[src/rtl/mb8_pkg.sv]
// Shared definitions for the mb8 dot-product accumulator and the mb8_top benches.
// Holds the state encodings, the default sizes and the term-count decode.
package mb8_pkg;

  typedef enum logic [1:0] {
    IDLE = 2'd0,
    RUN  = 2'd1,
    HOLD = 2'd2
  } state_e;

  localparam int LAT_DEF   = 3;
  localparam int ACC_W_DEF = 24;
  localparam int CNT_W     = 9;

  // A len of 0 encodes a full 256-term run.
  function automatic logic [CNT_W-1:0] len_terms(input logic [7:0] len);
    return (len == 8'd0) ? CNT_W'(256) : {1'b0, len};
  endfunction

endpackage

[src/rtl/mb8_vdelay.sv]
// Valid-bit delay line that tracks launches through the external multiplier.
// dout rises exactly DEPTH cycles after din is sampled high.
module mb8_vdelay #(
  parameter int DEPTH = 3
) (
  input  logic CLK,
  input  logic RST,
  input  logic din,
  output logic dout
);

  logic [DEPTH-1:0] vld_pipe;

  always_ff @(posedge CLK or negedge RST) begin
    if (!RST) begin
      vld_pipe <= '0;
    end else begin
      vld_pipe[0] <= din;
      for (int i = 1; i < DEPTH; i++) vld_pipe[i] <= vld_pipe[i-1];
    end
  end

  assign dout = vld_pipe[DEPTH-1];

endmodule

[src/rtl/mb8_acc.sv]
// Dot-product accumulator: issues len operand launches to mb8_top, sums the
// returning products and hands the finished sum downstream with valid/ready.
module mb8_acc
  import mb8_pkg::*;
#(
  parameter int LAT   = LAT_DEF,
  parameter int ACC_W = ACC_W_DEF
) (
  input  logic             CLK,
  input  logic             RST,
  input  logic             start,
  input  logic [7:0]       len,
  input  logic             op_valid,
  output logic             op_ready,
  input  logic [15:0]      product,
  output logic [ACC_W-1:0] acc_out,
  output logic             acc_valid,
  input  logic             acc_ready,
  output logic             drop_err
);

  state_e             state, state_nxt;
  logic [CNT_W-1:0]   len_q, issue_cnt, term_cnt;
  logic [ACC_W-1:0]   acc, acc_sum;
  logic               start_acc, accept, prod_tag, term_hit, last_term;

  assign accept    = op_valid & op_ready;
  assign term_hit  = prod_tag & (state == RUN);
  assign last_term = term_hit & ((term_cnt + CNT_W'(1)) == len_q);
  assign acc_sum   = acc + ACC_W'(product);

  mb8_vdelay #(.DEPTH(LAT)) u_vdelay (
    .CLK  (CLK),
    .RST  (RST),
    .din  (accept),
    .dout (prod_tag)
  );

  always_ff @(posedge CLK or negedge RST) begin
    if (!RST) state <= IDLE;
    else      state <= state_nxt;
  end

  always_comb begin
    state_nxt = state;
    op_ready  = 1'b0;
    acc_valid = 1'b0;
    start_acc = 1'b0;
    case (state)
      IDLE: begin
        if (start) begin
          start_acc = 1'b1;
          state_nxt = RUN;
        end
      end
      RUN: begin
        op_ready = (issue_cnt < len_q);
        if (last_term) state_nxt = HOLD;
      end
      HOLD: begin
        acc_valid = 1'b1;
        // A start alongside the handshake chains straight into the next run.
        if (acc_ready) begin
          if (start) begin
            start_acc = 1'b1;
            state_nxt = RUN;
          end else begin
            state_nxt = IDLE;
          end
        end
      end
      default: state_nxt = IDLE;
    endcase
  end

  always_ff @(posedge CLK or negedge RST) begin
    if (!RST) begin
      len_q     <= '0;
      issue_cnt <= '0;
      term_cnt  <= '0;
      acc       <= '0;
      acc_out   <= '0;
      drop_err  <= 1'b0;
    end else begin
      if (start_acc) begin
        len_q     <= len_terms(len);
        issue_cnt <= '0;
        term_cnt  <= '0;
        acc       <= '0;
      end else begin
        if (accept) issue_cnt <= issue_cnt + CNT_W'(1);
        if (term_hit) begin
          acc      <= acc_sum;
          term_cnt <= term_cnt + CNT_W'(1);
        end
      end
      if (last_term) acc_out <= acc_sum;
      drop_err <= (drop_err & ~start_acc) | (op_valid & ~op_ready);
    end
  end

endmodule

[config.mk]
export PLATFORM = sky130hd
export DESIGN_NAME = mb8_acc
export DESIGN_NICKNAME = d
export VERILOG_FILES = /design/src/rtl/mb8_pkg.sv /design/src/rtl/mb8_vdelay.sv /design/src/rtl/mb8_acc.sv
export SDC_FILE = /design/constraint.sdc
export NUM_CORES = 1
export LEC_CHECK = 0
export BUFFER_PORTS_ARGS = -buffer_cell sky130_fd_sc_hd__buf_2
export CELL_PAD_IN_SITES_DETAIL_PLACEMENT = 1
export CELL_PAD_IN_SITES_GLOBAL_PLACEMENT = 2
export CORE_MARGIN = 8
export CORE_UTILIZATION = 38
export DETAILED_ROUTE_END_ITERATION = 7
export PLACE_DENSITY = 0.86
export SLEW_MARGIN = 20
export SYNTH_ARGS = -nofsm -noshare
export SYNTH_HDL_FRONTEND = slang
export SYNTH_SLANG_ARGS = --single-unit
[constraint.sdc]
create_clock -name CLK -period 3.38 [get_ports CLK]
set_input_delay 0.338 -clock CLK [delete_from_list [all_inputs] [get_ports CLK]]
set_output_delay 0.338 -clock CLK [all_outputs]
set_load 0.005 [all_outputs]
* Word-level counts from Yosys, hierarchy flattened
Index checks and enable logic that the tools add are counted.
** Storage, ports and cells
- Register bits :: 81
- Bits in latches :: 0
- RAM bits :: 0
- Bits in read-only memories :: 0
- Input port bits :: 29
- Output and inout port bits :: 27
- Logic and storage cells :: 48
- Memories kept :: 0
** Cells by class
- $add $sub $neg :: 3
- $mul :: 0
- Divide/modulo/power cells :: 0
- Order comparisons :: 1
- Equality and inequality tests :: 6
- Shift-type cells :: 0
- Mux-type cells :: 17
- Bitwise operators :: 8
- Reductions and logical operators :: 5
** Operator list (number)
- 2-to-1 mux 24 bit :: 2
- 2-to-1 mux 9 bit :: 5
- adder 24 x 16 -> 24 bit :: 1
- adder 9 x 1 -> 9 bit (second input constant) :: 2
- equality test 9 bit :: 1
- less-than comparator 9 bit :: 1
- logical NOT 8 bit :: 1
- 2-to-1 mux 2 bit :: 3
- inequality test 2 bit (second input constant) :: 3
- one-hot mux 2 bit (3 select lines) :: 1
- AND 1 bit :: 5
- 2-to-1 mux 1 bit :: 5
- nonzero test 2 bit :: 2
- AND reduction 3 bit :: 1
- equality test 2 x 1 -> 1 bit (second input constant) :: 1
- equality test 2 bit (second input constant) :: 1
- logical NOT 2 bit :: 1
- inverter 1 bit :: 2
- one-hot mux 1 bit (2 select lines) :: 1
- bitwise OR 1 bit :: 1

* Longest topological paths before layout
- Depth in word-level cells :: 6
- Mapped depth :: 11
- Depth with buffers taken out :: 10

* By module
Synthesis repeated with hierarchy kept, for this count alone.
** Unflattened totals
- Cells, all modules :: 457
- Area, all modules :: 4668.2 um2
** By module, submodules not included
- mb8_acc :: times used 1, cells an instance 454, area an instance 4593.2 um2, sequential area each 1951.9 um2
- mb8_vdelay :: times used 1, cells an instance 3, area an instance 75.1 um2, sequential area each 75.1 um2

* Worst setup path after synthesis
Ideal clock, no wire load.
- Path type :: flip-flop to flip-flop
- Start point :: register acc[8]
- End point :: register acc_out[19]
- Setup time :: 125 ps
- Arrival time :: 2318 ps
- Required time :: 3255 ps
- Path slack :: 937 ps
- Stages on the path, launching flop included :: 10
- Buffers on the path :: 0
- Period minus slack after synthesis :: 2443 ps
- Cell sequence :: dfrtp_1 ha_1 a21o_1 a21o_1 a21o_1 a2111oi_2 a211oi_1 o21a_1 xor2_1 mux2_2
** On the way
- Longest elaborated chain between the ends :: 1
** Ends and longest elaborated chain
- start, declared :: line mb8_acc.sv:24 : logic [ACC_W-1:0] acc, acc_sum;
- start signal, assigned :: line mb8_acc.sv:93 : acc <= acc_sum;
- adder 24 x 16 -> 24 bit :: line mb8_acc.sv:30 : assign acc_sum = acc + ACC_W'(product);
- end signal, assigned :: line mb8_acc.sv:97 : if (last_term) acc_out <= acc_sum;
- end, declared :: line mb8_acc.sv:16 : output logic [ACC_W-1:0] acc_out,
Every way passes these cells.
A chain may end at the register's enable or synchronous reset.

* Worst setup path in the final report
- Start point :: register term_cnt[2]
- End point :: register acc_out[14]
** On the way
- Longest elaborated chain between the ends :: 3
** Ends and longest elaborated chain
- start, declared :: line mb8_acc.sv:23 : logic [CNT_W-1:0] len_q, issue_cnt, term_cnt;
- start signal, assigned :: line mb8_acc.sv:94 : term_cnt <= term_cnt + CNT_W'(1);
- adder 9 x 1 -> 9 bit :: line mb8_acc.sv:29 : assign last_term = term_hit & ((term_cnt + CNT_W'(1)) == len_q);
- equality test 9 bit :: line mb8_acc.sv:29
- AND 1 bit :: line mb8_acc.sv:29
Every way passes these cells.

==> flow_summary.yaml <==
final_layout:
  area_delta_synth_final_pct: 14.8
  commonest_non_fill_non_tap_cells_in_the_layout: "81 x sky130_fd_sc_hd__dfrtp_1, 54 x sky130_fd_sc_hd__buf_2, 37 x sky130_fd_sc_hd__nand2_1"
  insertedDiodeCount: 0
  post-route-cell-area_sq_um: 5290
  final_cells: 650
  final_net_count: 554
  proportion_of_layout_cells_with_a_drive_suffix_above_1_pct: 22.1
  final_common_cell: "sky130_fd_sc_hd__dfrtp_1"
clock_network:
  clk_transition_reported_paths_ns: 0.06
  hold_buffers: 0
  ctsHtreeMaxLevel: 3
  cts_inserted_buffers: 9
  cts.sinks: 81
  clk-insertion-delay-late_ns: 0.35
  cts.root.buffer_cell: "sky130_fd_sc_hd__clkbuf_16"
  tritoncts: "built"
  cts_setup_buffers: 0
  cts.repair.resized: 0
  clock_tree.buffer_depth: 2
floorplan:
  fp.dieW_um: 126
  placeable_core_region_sq_um: 11900
  die_outline_area_sq_um: 15900
  initial_utilization_pct: 38.7
  die_height_um: 126
  rows: 40
  number_of_placed_i_o_pins: 56
routing:
  vias: 3538
  drt-initial-drc-count: 120
  drc: 0
  viasPerCell: 5.44
  wl_per_cell_um: 18.2
  antenna_violating_nets_post_route: 0
  final_routed_wirelength_across_all_metal_layers_um: 11800
  drt_first_pass_iters: 4
sta:
  worst_pin_slew_ns: 0.742
  slew_violations: 0
  fmax_mhz: 344
  rsz0062_at_grt: "no"
  timing.final.crit_period_ns: 2.91
  finalSetupTns_ns: 0
  fin_hold_ws_ns: 0.0501
  portion_of_the_clock_cycle_consumed_by_the_worst_path_in_the_final_layout_pct: 86.1
  setup_viol: 0
  fin_worst_skew_ns: 0.0109
  max-slew-margin-rel_pct: 50.5
  timing.final.hold_violations: 0
placed_design:
  globalplace.congestion: 0.797
  buffer_ports.inserted: 55
  placed_cells: 634
  postPlaceCellArea_sq_um: 5010
  dp_hpwl_um: 8550
logic_synthesis:
  synth_top_cell_by_area: "sky130_fd_sc_hd__dfrtp_1"
  synth_cells: 444
  synth_top_area_share_pct: 44.0
  ys_ff_latch: 81
  synth_area_per_cell_sq_um: 10.4
  syn-num-nets: 500
  synth.distinct_cells: 52
  ys_seq_area_share_pct: 44.0
  yosysWarningCount: 0
  syn-cell-area_sq_um: 4610
  synth_area_leaders: "sky130_fd_sc_hd__dfrtp_1 44%, sky130_fd_sc_hd__ha_1 7.1%, sky130_fd_sc_hd__xnor2_1 5.3%"
global_route:
  grt_max_degree: 82
  grt_antenna_before_repair: 0
  global_route.overflow_total: 0
  wire_length_of_the_first_global_routing_pass_um: 20300
  grtUsageTotal_pct: 15.8
  first_global_vias: 3978
pwr:
  p_sw_w: 0.00176
  intPower_w: 0.00267
  power_frac_seq_pct: 33.9
  netSwitchingFraction_pct: 39.7
  share_clk_of_total_power_pct: 21.0
  pwr_density_cell_nw_per_um2: 837
  leakagePower_nw: 2.60
  ir_worst_vdd_mv: 0.384
  power.combinational.fraction_pct: 45.1
  power.total_w: 0.00443
worst_setup_path:
  worstRegToRegCells: 8
  rr_startpoint: "term_cnt[2]"
  critPathKind: "flip-flop to flip-flop"
  cp.arrival_ns: 3.14
  r2r_slack_ns: 0.47
  crit_required_ns: 3.61
  timing.rr.end: "acc_out[14]"
  critPathMaxFanout: 11
  critical_path.endpoint_type: "flip-flop"
  critPathLaunchType: "flip-flop"
run:
  maxCapViolCount: 0
outcome:
  outcome: "complete, no violations"
worst_hold_path:
  holdCritPathClass: "primary input to async pin"
cell usage after synthesis, drive strengths merged:
cell	instances
nor2b	5
xnor2	28
o31a	2
nor2	25
clkbuf	12
inv	17
nand2	38
buf	4
dfrtp	81
mux2i	3
a31o	2
ha	26
o21bai	2
o31ai	7
nor4	2
or2	1
nand4	9
and3b	1
a21oi	16
a21o	14
xor2	12
a22o	15
a311oi	1
mux2	22
nand3b	2
a211oi	2
o21ai	36
a2111oi	2
or3	2
fa	1
nand3	13
o21a	6
a211o	1
a31oi	10
nand4b	1
a41oi	1
and2	2
nand2b	5
nor3	2
and4	4
o211ai	1
and3	8
registers in the layout, summed over array words and instances, names as in the netlist:
signal and flops:
acc_out 24, u_vdelay.vld_pipe 3, acc 24, term_cnt 9
len_q 9, issue_cnt 9, state 2, drop_err 1
critical path, stage by stage, from the launching register on:
cell	delay, ns
sky130_fd_sc_hd__dfrtp_1	0.47
sky130_fd_sc_hd__and3_4	0.25
sky130_fd_sc_hd__and2_4	0.19
sky130_fd_sc_hd__nand2_4	0.06
sky130_fd_sc_hd__xnor2_1	0.15
sky130_fd_sc_hd__a2111oi_2	0.39
sky130_fd_sc_hd__and4_1	0.62
sky130_fd_sc_hd__buf_4	0.32
sky130_fd_sc_hd__mux2_4	0.32
per-layer routing:
layer	GRT usage, %	part of all wire (%)
met1	19.5	47
met2	26.7	48
met3	3.63	3.0
met4	4.88	1.3
met5	0	0
worst max path at each step:
stage,startpoint,to,slack (ns)
finish,term_cnt[2],acc_out[14],0.47
global route,term_cnt[2],acc_out[11],0.30
CTS,term_cnt[2],acc_out[14],0.45
detailed placement,term_cnt[2],acc_out[14],0.48
global placement,product[0],acc_out[20],0.65
floorplan,acc[8],acc_out[19],0.94
through the flow:
| step | utilization, % | setup slack [ns] |
|---|---|---|
| 2_1_floorplan | - | 0.937 |
| 3_3_place_gp | 42.1 | 0.647 |
| 3_5_place_dp | 42.1 | 0.475 |
| 4_1_cts | 44.4 | 0.455 |
| 5_1_grt | 44.4 | 0.303 |
| 6_report | 44.4 | 0.470 |
kinds of logic after synthesis:
family                   Yosys count  share of synthesized area (%)
AO/OA/AOI/OAI                    118                           17.8
XOR/XNOR                          40                           7.60
adder cells (fa/ha/maj)           27                           7.49
buffers and inverters             33                           3.45
flip-flops                        81                           44.0
multiplexers                      25                           6.51
AND/OR/NAND/NOR                  120                           13.2
cell type report:
cell class	count	area, sq um
clock buffers	13	260
clock inverters	3	15.0
fillers	1372	6620
inverters	17	63.8
multi-input cells	330	2430
flip-flops and latches	81	2030
well taps	147	184
repair buffers	59	312
power groups by stage:
stage	Clock, W	Combinational, W	Sequential, W
2_1_floorplan	0	0.00150	0.00144
3_3_place_gp	0	0.00192	0.00149
3_5_place_dp	0	0.00199	0.00151
4_1_cts	0.000950	0.00201	0.00150
5_1_grt	0.000985	0.00224	0.00154
6_report	0.000929	0.00200	0.00150
(Power assumes the default switching activity.)
